### config.mk
export PLATFORM = sky130hd
export DESIGN_NAME = pool_result_streamer_flat
export DESIGN_NICKNAME = d
export VERILOG_FILES = /design/src/rtl/pool_result_streamer_pkg.sv /design/src/rtl/pool_result_streamer_if.sv /design/src/rtl/pool_result_streamer_ram.sv /design/src/rtl/pool_result_streamer.sv /design/src/flat_wrapper.sv
export SDC_FILE = /design/constraint.sdc
export NUM_CORES = 2
export LEC_CHECK = 0
export ABC_AREA = 1
export CAP_MARGIN = 20
export CORE_UTILIZATION = 35
export CTS_CLUSTER_SIZE = 12
export DETAILED_ROUTE_END_ITERATION = 8
export PLACE_DENSITY = 0.45
export REMOVE_ABC_BUFFERS = 1
export SYNTH_ARGS = -nofsm -noshare
export SYNTH_HDL_FRONTEND = slang
export SYNTH_SLANG_ARGS = --single-unit
### constraint.sdc
create_clock -name clk -period 5.8 [get_ports clk]
set_input_delay 1.74 -clock clk [delete_from_list [all_inputs] [get_ports clk]]
set_output_delay 1.74 -clock clk [all_outputs]
set_load 0.02 [all_outputs]
### src/rtl/pool_result_streamer_pkg.sv
`default_nettype none
// +-----------------------------------------------------------------------+
// | pool_result_streamer_pkg: shared layer-2 sizing constants and the FSM  |
// | state encoding.                                   Revision 1.0         |
// +-----------------------------------------------------------------------+
package pool_result_streamer_pkg;

  localparam int DATA_W_DEF = 8;
  localparam int DEPTH_DEF  = 169;
  localparam int ADDR_W_DEF = 8;

  typedef enum logic [1:0] {
    FILL  = 2'd0,
    DRAIN = 2'd1,
    DONE  = 2'd2
  } state_t;

  // True when index idx is the final beat of a map holding cnt bytes.
  function automatic logic beat_is_last(input int idx, input int cnt);
    return (idx == cnt - 1);
  endfunction

endpackage

`default_nettype wire

### src/rtl/pool_result_streamer_if.sv
`default_nettype none
// +-----------------------------------------------------------------------+
// | pool_result_streamer_if: valid/ready byte stream with end-of-map flag. |
// |                                                   Revision 1.0         |
// +-----------------------------------------------------------------------+
interface pool_result_streamer_if #(
  parameter int DATA_W = 8
) ();

  logic [DATA_W-1:0] m_data;
  logic              m_valid;
  logic              m_ready;
  logic              m_last;

  modport master (
    output m_data,
    output m_valid,
    output m_last,
    input  m_ready
  );

  modport slave (
    input  m_data,
    input  m_valid,
    input  m_last,
    output m_ready
  );

endinterface

`default_nettype wire

### src/rtl/pool_result_streamer_ram.sv
`default_nettype none
// +-----------------------------------------------------------------------+
// | pool_buf_ram: simple dual-port buffer, one write port and a registered |
// | read port with one cycle of latency.              Revision 1.0         |
// +-----------------------------------------------------------------------+
module pool_buf_ram #(
  parameter int DATA_W = 8,
  parameter int DEPTH  = 169,
  parameter int ADDR_W = 8
) (
  input  wire logic              clk,
  input  wire logic              we,
  input  wire logic [ADDR_W-1:0] waddr,
  input  wire logic [DATA_W-1:0] wdata,
  input  wire logic              re,
  input  wire logic [ADDR_W-1:0] raddr,
  output logic      [DATA_W-1:0] rdata
);

  logic [DATA_W-1:0] mem [DEPTH];

  always_ff @(posedge clk) begin
    if (we) begin
      mem[waddr] <= wdata;
    end
    if (re) begin
      rdata <= mem[raddr];
    end
  end

endmodule

`default_nettype wire

### src/rtl/pool_result_streamer.sv
`default_nettype none
// +-----------------------------------------------------------------------+
// | pool_result_streamer: buffers one pooled layer-2 feature map, then     |
// | drains it over a valid/ready byte stream.         Revision 1.0         |
// +-----------------------------------------------------------------------+
module pool_result_streamer
  import pool_result_streamer_pkg::*;
#(
  parameter int DATA_W = DATA_W_DEF,
  parameter int DEPTH  = DEPTH_DEF,
  parameter int ADDR_W = ADDR_W_DEF
) (
  input  wire logic              clk,
  input  wire logic              rst,
  input  wire logic [DATA_W-1:0] d_in,
  input  wire logic              data_available,
  input  wire logic              layer_2_ready,
  pool_result_streamer_if.master m,
  output logic                   busy,
  output logic                   done,
  output logic                   overflow
);

  localparam logic [ADDR_W-1:0] DEPTH_A = ADDR_W'(DEPTH);
  localparam logic [ADDR_W-1:0] ONE_A   = ADDR_W'(1);

  state_t            state;
  logic [ADDR_W-1:0] wr_ptr;
  logic [ADDR_W-1:0] rd_ptr;
  logic [ADDR_W-1:0] count;

  // Read pipeline: a read issued in cycle t presents ram_rdata in cycle t+1.
  logic              rd_pend;
  logic              rd_pend_last;
  logic [DATA_W-1:0] ram_rdata;

  // Skid register catches the in-flight read when the output stalls.
  logic              sk_valid;
  logic              sk_last;
  logic [DATA_W-1:0] sk_data;

  logic              wr_en;
  logic [ADDR_W-1:0] wr_next;
  logic              fill_exit;
  logic              pop;
  logic              last_xfer;
  logic [1:0]        occ;
  logic              issue;

  always_comb begin
    wr_en     = (state == FILL) && data_available && (wr_ptr != DEPTH_A);
    wr_next   = wr_en ? (wr_ptr + ONE_A) : wr_ptr;
    fill_exit = (state == FILL) && (layer_2_ready || (wr_next == DEPTH_A));
    pop       = m.m_valid && m.m_ready;
    last_xfer = pop && m.m_last;
    // Beats held or in flight after this cycle's pop; two slots exist (output + skid).
    occ       = {1'b0, m.m_valid} + {1'b0, sk_valid} + {1'b0, rd_pend} - {1'b0, pop};
    issue     = (state == DRAIN) && (rd_ptr != count) && (occ < 2'd2);
  end

  pool_buf_ram #(
    .DATA_W (DATA_W),
    .DEPTH  (DEPTH),
    .ADDR_W (ADDR_W)
  ) u_ram (
    .clk   (clk),
    .we    (wr_en),
    .waddr (wr_ptr),
    .wdata (d_in),
    .re    (issue),
    .raddr (rd_ptr),
    .rdata (ram_rdata)
  );

  always_ff @(posedge clk) begin
    if (rst) begin
      state        <= FILL;
      wr_ptr       <= '0;
      rd_ptr       <= '0;
      count        <= '0;
      rd_pend      <= 1'b0;
      rd_pend_last <= 1'b0;
      sk_valid     <= 1'b0;
      sk_last      <= 1'b0;
      sk_data      <= '0;
      m.m_valid    <= 1'b0;
      m.m_last     <= 1'b0;
      m.m_data     <= '0;
      busy         <= 1'b0;
      done         <= 1'b0;
      overflow     <= 1'b0;
    end else begin
      // Any byte that cannot be stored is lost and flagged until reset.
      if (data_available && !wr_en) begin
        overflow <= 1'b1;
      end

      done <= 1'b0;
      case (state)
        FILL: begin
          if (wr_en) begin
            wr_ptr <= wr_next;
          end
          if (fill_exit) begin
            count <= wr_next;
            if (wr_next == '0) begin
              state <= DONE;
              done  <= 1'b1;
            end else begin
              state <= DRAIN;
              busy  <= 1'b1;
            end
          end
        end
        DRAIN: begin
          if (issue) begin
            rd_ptr <= rd_ptr + ONE_A;
          end
          if (last_xfer) begin
            state <= DONE;
            busy  <= 1'b0;
            done  <= 1'b1;
          end
        end
        DONE: begin
          state  <= FILL;
          wr_ptr <= '0;
          rd_ptr <= '0;
          count  <= '0;
        end
        default: begin
          state <= FILL;
          busy  <= 1'b0;
        end
      endcase

      rd_pend      <= issue;
      rd_pend_last <= issue && beat_is_last(int'(rd_ptr), int'(count));

      if (!m.m_valid || m.m_ready) begin
        if (sk_valid) begin
          m.m_valid <= 1'b1;
          m.m_data  <= sk_data;
          m.m_last  <= sk_last;
          sk_valid  <= rd_pend;
          sk_data   <= ram_rdata;
          sk_last   <= rd_pend_last;
        end else if (rd_pend) begin
          m.m_valid <= 1'b1;
          m.m_data  <= ram_rdata;
          m.m_last  <= rd_pend_last;
        end else begin
          m.m_valid <= 1'b0;
          m.m_last  <= 1'b0;
        end
      end else if (rd_pend) begin
        sk_valid <= 1'b1;
        sk_data  <= ram_rdata;
        sk_last  <= rd_pend_last;
      end
    end
  end

endmodule

`default_nettype wire

### src/flat_wrapper.sv
// flat-port wrapper written by rule: the top's interface ports become plain ports
module pool_result_streamer_flat import pool_result_streamer_pkg::*;
#(
  parameter int DATA_W = DATA_W_DEF,
  parameter int DEPTH  = DEPTH_DEF,
  parameter int ADDR_W = ADDR_W_DEF
)
  (clk, rst, d_in, data_available, layer_2_ready, busy, done, overflow, m_m_data, m_m_valid, m_m_last, m_m_ready);
  pool_result_streamer_if #(.DATA_W(DATA_W)) m_i ();
  input  wire logic clk;
  input  wire logic rst;
  input  wire logic [DATA_W-1:0] d_in;
  input  wire logic data_available;
  input  wire logic layer_2_ready;
  output logic busy;
  output logic done;
  output logic overflow;
  output wire logic [$bits(m_i.m_data)-1:0] m_m_data;
  output wire logic [$bits(m_i.m_valid)-1:0] m_m_valid;
  output wire logic [$bits(m_i.m_last)-1:0] m_m_last;
  input wire logic [$bits(m_i.m_ready)-1:0] m_m_ready;
  assign m_m_data = m_i.m_data;
  assign m_m_valid = m_i.m_valid;
  assign m_m_last = m_i.m_last;
  assign m_i.m_ready = m_m_ready;
  pool_result_streamer #(.DATA_W(DATA_W), .DEPTH(DEPTH), .ADDR_W(ADDR_W)) u_core (.clk(clk), .rst(rst), .d_in(d_in), .data_available(data_available), .layer_2_ready(layer_2_ready), .m(m_i), .busy(busy), .done(done), .overflow(overflow));
endmodule
## After elaboration in Yosys (flattened, before gate mapping)

Memory sizes are Yosys's and may differ from the RTL's. A register that Yosys moved wholly into a read port is not among the register bits.
Index checks and enable logic that the tools add are counted.

| storage, ports and cells | value |
|---|---|
| output and inout bits | 13 |
| logic and storage cells | 97 |
| memories | 1 |
| memory bits (writable) | 1352 |
| flip-flop bits (word level) | 51 |

Memory list:

| memory | words | width | read ports | clocked after Yosys merged registers in | wr ports | line | source |
|---|---|---|---|---|---|---|---|
| u_core.u_ram.mem | 169 | 8 | 1 | 1 | 1 | pool_result_streamer_ram.sv:20 | `logic [DATA_W-1:0] mem [DEPTH];` |

| operators by class | value |
|---|---|
| reduce and logical (&&, ||, !) cells | 26 |
| bitwise logic cells | 1 |
| add/subtract/negate cells | 6 |
| eq/ne operators | 12 |
| muxes and demuxes | 35 |
| $lt $le $gt $ge | 1 |

Operators by type and width:

| cell | count |
|---|---|
| 8-bit 2-to-1 mux | 8 |
| 8-bit case mux with 2 select lines | 3 |
| 9-bit by 32-bit == test with 1-bit output | 1 |
| 1-bit 2-to-1 mux | 18 |
| 8-bit by 1-bit adder with 8-bit output, second input constant | 2 |
| 2-bit AND reduction | 6 |
| 2-bit by 1-bit inequality test with 1-bit output, second input constant | 5 |
| 1-bit logical AND | 9 |
| 8-bit by 1-bit subtractor with 9-bit output, second input constant | 1 |
| 8-bit == test, second input constant | 1 |
| 8-bit zero test | 1 |
| 8-bit inequality test | 1 |
| 8-bit inequality test, second input constant | 1 |
| 2-bit nonzero test | 4 |
| 2-bit 2-to-1 mux | 3 |
| 2-bit case mux with 2 select lines | 1 |
| 4-bit AND reduction | 1 |
| 1-bit case mux with 3 select lines | 1 |
| 1-bit by 1-bit adder with 2-bit output | 1 |
| 2-bit by 1-bit adder with 2-bit output | 1 |
| 2-bit by 1-bit == test with 1-bit output, second input constant | 1 |
| 2-bit == test, second input constant | 1 |
| 1-bit zero test | 2 |
| 2-bit zero test | 1 |
| 6 further kinds | 7 |

## Longest topological paths before layout

| logic depth | value |
|---|---|
| depth in word-level cells | 9 |
| depth in mapped cells | 18 |
| mapped depth without buffers | 17 |

## By module

A second synthesis with hierarchy kept.

| unflattened totals | value |
|---|---|
| cells, all modules | 4954 |
| area total of the unflattened synthesis | 57954.3 µm² |

Modules (own cells, without submodules):

| module | seq. area each (µm²) | area each (µm²) | cells each | instances |
|---|---|---|---|---|
| pool_buf_ram | 40839.2 | 55234.2 | 4574 | 1 |
| pool_result_streamer | 1021.0 | 2720.1 | 380 | 1 |

## Worst setup path before layout

No wires, ideal clock.

| timing path | value |
|---|---|
| path kind | input to register |
| start point | input m_m_ready |
| end point | register u_core.rd_ptr[5] |
| arrival | 3.442 ns |
| path slack | 2.243 ns |
| data required time | 5.685 ns |
| stages on the path | 13 |
| cells stage by stage | nand2_1 -> inv_1 -> ha_1 -> inv_1 -> ha_1 -> a21oi_1 -> o21ai_0 -> a21oi_1 -> nand2_2 -> inv_1 -> nand3_1 -> o21ai_1 -> nor2_1 |

| on the way | value |
|---|---|
| word-level cells in the longest chain between the ends | 6 |

Ends and longest elaborated chain:

| what | line | source |
|---|---|---|
| start: declaration | flat_wrapper.sv:21 | `input wire logic [$bits(m_i.m_ready)-1:0] m_m_ready;` |
| 1-bit logical AND | pool_result_streamer.sv:54 | `pop = m.m_valid && m.m_ready;` |
| 2-bit by 1-bit subtractor with 2-bit output | pool_result_streamer.sv:57 | `occ = {1'b0, m.m_valid} + {1'b0, sk_valid} + {1'b0, rd_pend} - {1'b0, pop};` |
| 2-bit < comparator | pool_result_streamer.sv:58 | `issue = (state == DRAIN) && (rd_ptr != count) && (occ < 2'd2);` |
| 1-bit logical AND | pool_result_streamer.sv:58 |  |
| net u_core.issue | pool_result_streamer.sv:48 | `logic issue;` |
| 2-bit by 1-bit inequality test with 1-bit output (no source line) | n/a |  |
| 2-bit AND reduction (no source line) | n/a |  |
| end signal: assignment | pool_result_streamer.sv:117 | `rd_ptr <= rd_ptr + ONE_A;` |
| end: declaration | pool_result_streamer.sv:29 | `logic [ADDR_W-1:0] rd_ptr;` |

The timed path passes the listed nets, and every way through them passes these cells.
A chain may end at the register's enable or synchronous reset.

## Final worst setup path

| timing path | value |
|---|---|
| start point | input data_available |
| end point | memory u_core.u_ram.mem[10][5], enable pin |

| on the way | value |
|---|---|
| word-level cells in the longest chain between the ends | 4 |

Ends and longest elaborated chain:

| what | line | source |
|---|---|---|
| start: declaration | flat_wrapper.sv:13 | `input wire logic data_available;` |
| 1-bit logical AND (2 in series) | pool_result_streamer.sv:51 | `wr_en = (state == FILL) && data_available && (wr_ptr != DEPTH_A);` |
| 1-bit 2-to-1 mux | pool_result_streamer_ram.sv:23 | `if (we) begin` |
| 1-bit 2-to-1 mux (implied by the code) | pool_result_streamer_ram.sv:24 | `mem[waddr] <= wdata;` |
| end: declaration | pool_result_streamer_ram.sv:20 |  |

No other way between the ends.

==> impl_metrics.tcl <==
set metrics [dict create \
    status "complete, no violations" \
    cts_resized 0 \
    cell_internal_pwr_mw 18.0 \
    clockBufferDepth 3 \
    gp_congestion 0.825 \
    layout_commonest_cell "edfxtp_1" \
    clk_latency_ns 0.78 \
    drt_iter0_markers 3793 \
    root_buffer "clkbuf_16" \
    pre_cts_ws_ns 0.943 \
    portBuffers 25 \
    clock_sink_count 1411 \
    cp.required_ns 6.18 \
    power_density_nw_per_um2 393 \
    worstMarginPinSlew_ns 1.07 \
    hp-class "reg -> reg" \
    yosysTopAreaCell "edfxtp_1" \
    hold_depth 2 \
    max_stage_delay_ns 0.68 \
    min_period_over_period 0.721 \
    hpwl_um 99600 \
    multi_input_area_um2 13100 \
    ys_top_cells_by_area "edfxtp_1, nor2_1, o21ai_0" \
    synthToLayoutAreaGrowth_pct 12.9 \
    synth.avg_cell_area_um2 12.4 \
    vias 36200 \
    r2r_setup_slack_ns 2.11 \
    p_comb_frac 0.165 \
    io_pins 26 \
    antenna_found_initial 2 \
    max_slew_margin 0.288 \
    diodes 0 \
    seq_power_share 0.452 \
    swShare 0.286 \
    fp.dieW_um 404 \
    fillerInstances 15200 \
    worstPathArrival_ns 4.56 \
    track_usage 0.211 \
    post_cts_buffers 0 \
    power.switching_mw 7.19 \
    leakagePower_nw 20.5 \
    ys_ff_latch 1411 \
    drive_gt1_frac 0.0729 \
    crit_fanout 12 \
    start_kind "input pin" \
    stdcell_count 6798 \
    synth-edff-count 1360 \
    wirelength_um 173000 \
    critPathSlowestCell "nor2_1" \
    most-common-layout-cells "edfxtp_1, nor2_1, o21ai_0" \
    grt_max_degree 185 \
    h-tree-depth 4 \
    overflow 0 \
    finalCriticalPeriod_ns 4.18 \
    ys_warn_count 0 \
    cts-buffers-inserted 156 \
    cts_tree "built" \
    route.detailed.drc 0 \
    grt_pass1_vias 35600 \
    place_area_um2 59100 \
    initial_core_util 0.353 \
    hold_viol_final 0 \
    ys_async_sr_fraction 0 \
    synth_top_area_share 0.721 \
    dp.cells 6522 \
    drv_slew 0 \
    ir_drop_mv 0.335 \
    critPathCaptureType "flop" \
    yosysUniqueCellTypes 40 \
    detail-route-antenna-nets 0 \
    dr.pass1.iters 5 \
    path_cells "clkdlybuf4s50_1, nand2_1, inv_1, nand2_4, nor2_1, nand2_1, buf_4, nor2_1" \
    core_um2 161000 \
    fin_nets 4542 \
    synth_cells 4569 \
    pwr-share-clk 0.383 \
    worst_slack_ns 1.62 \
    syn_area_um2 56700 \
    cap_violations 0 \
    finalSetupViolCount 0 \
    worstSetupPathType "in -> reg" \
    r2r_cells 12 \
    grt_pass1_wl_um 252000 \
    seq_area_frac_synth 0.739 \
    layout.area.seq_um2 41900 \
    final_area_um2 64000 \
    die_y_um 404 \
    fmax_ghz 0.239 \
    viasPerCell 5.32 \
    fin_skew_ns 0.0362 \
    ys.flop_type "edfxtp_1" \
    cts_hold_repair.buffers 0 \
    path_clk_slew_ns 0.06 \
    rsz0062_at_grt "false" \
    num_rows 147 \
    wl_per_cell_um 25.5 \
    timing.hold.ws_ns 0.445 \
    dieArea_um2 164000 \
]
[Yosys cell counts (2+ instances only)]
master    instances
nor2_2            2
inv_1            76
nand2_1         364
clkbuf_1        206
o221ai_1         59
nor2_1          966
xor2_1            7
o22ai_1         147
a21oi_1          80
buf_4            28
or2_2             2
xnor2_1           6
o211ai_1        113
ha_1              8
o21ai_2           2
nand2_4           4
nor3_1            6
nor2_4            2
a21oi_2           6
clkinv_1          4
buf_6             4
o21ai_1           3
nor4_1            3
nand2_2          14
inv_2             4
edfxtp_1       1360
a31oi_1           9
nand4_1          19
o21ai_0         696
dfxtp_1          51
buf_2            53
nand3_1         240
buf_1            18
[power groups by stage]
stage / Sequential [mW] / Combinational (mW) / Clock [mW]
6_report: 11.4 / 4.15 / 9.64
5_1_grt: 11.4 / 4.57 / 10.2
4_1_cts: 11.4 / 4.19 / 9.81
3_5_place_dp: 11.6 / 4.18 / 0
3_3_place_gp: 11.6 / 4.20 / 0
2_1_floorplan: 11.9 / 2.36 / 0
[final timing paths]
path	from	to
setup / recovery	data_available	u_core.u_ram.mem[10][5]
hold / removal	u_core.sk_data[5]	u_core.sk_data[5]
setup reg to reg	u_core.rd_ptr[2]	u_core.u_ram.rdata[1]
hold reg to reg	u_core.sk_data[5]	u_core.sk_data[5]
[registers in the layout, indices dropped and copies added (netlist names)]
signal,count
u_core.busy,1
u_core.count,8
u_core.done,1
u_core.m.m_data,8
u_core.m.m_last,1
u_core.m.m_valid,1
u_core.overflow,1
u_core.rd_pend,1
u_core.rd_pend_last,1
u_core.rd_ptr,8
u_core.sk_data,8
u_core.sk_last,1
u_core.sk_valid,1
u_core.state,2
u_core.u_ram.mem,1352
u_core.u_ram.rdata,8
u_core.wr_ptr,8
[worst max-delay path, delay by kind of cell]
family / cells / cell delay (ns)
buffers and inverters: 3 / 1.12
and+or+nand+nor: 5 / 1.67
[per-layer routing]
metal / part of all wire / track usage / routed length, µm / vias to the layer above
li1: - / - / - / 16600
met1: 0.46 / 0.299 / 79300 / 18300
met2: 0.46 / 0.333 / 80500 / 1035
met3: 0.051 / 0.0326 / 8820 / 224
met4: 0.028 / 0.0677 / 4810 / 0
met5: 0 / 0 / 0 / -
[final cells by class]
| type | count | area share |
|---|---|---|
| flip-flops and latches | 1411 | 0.654 |
| multi-input cells | 2763 | 0.205 |
| clock buffers | 207 | 0.0674 |
| well taps | 2160 | 0.0422 |
| repair buffers | 104 | 0.0168 |
| clock inverters | 68 | 0.00905 |
| inverters | 85 | 0.00538 |
[through the flow]
step | power [mW] | utilization | setup TNS (ns)
floorplan | 14.2 | - | -337.96
global placement | 15.8 | 0.368 | 0
detailed placement | 15.8 | 0.368 | 0
CTS | 25.4 | 0.399 | 0
global route | 26.1 | 0.399 | 0
finish | 25.2 | 0.399 | 0
[logic make-up after synthesis]
family	after synthesis	share of synthesized area
and+or+nand+nor	1624	0.116
DFF	1411	0.739
AOI/OAI and AO/OA	1118	0.112
buffers and inverters	395	0.0300
xor gates and xnor gates	13	0.00201
adders and majority gates	8	0.00177
(Power assumes the default switching activity.)
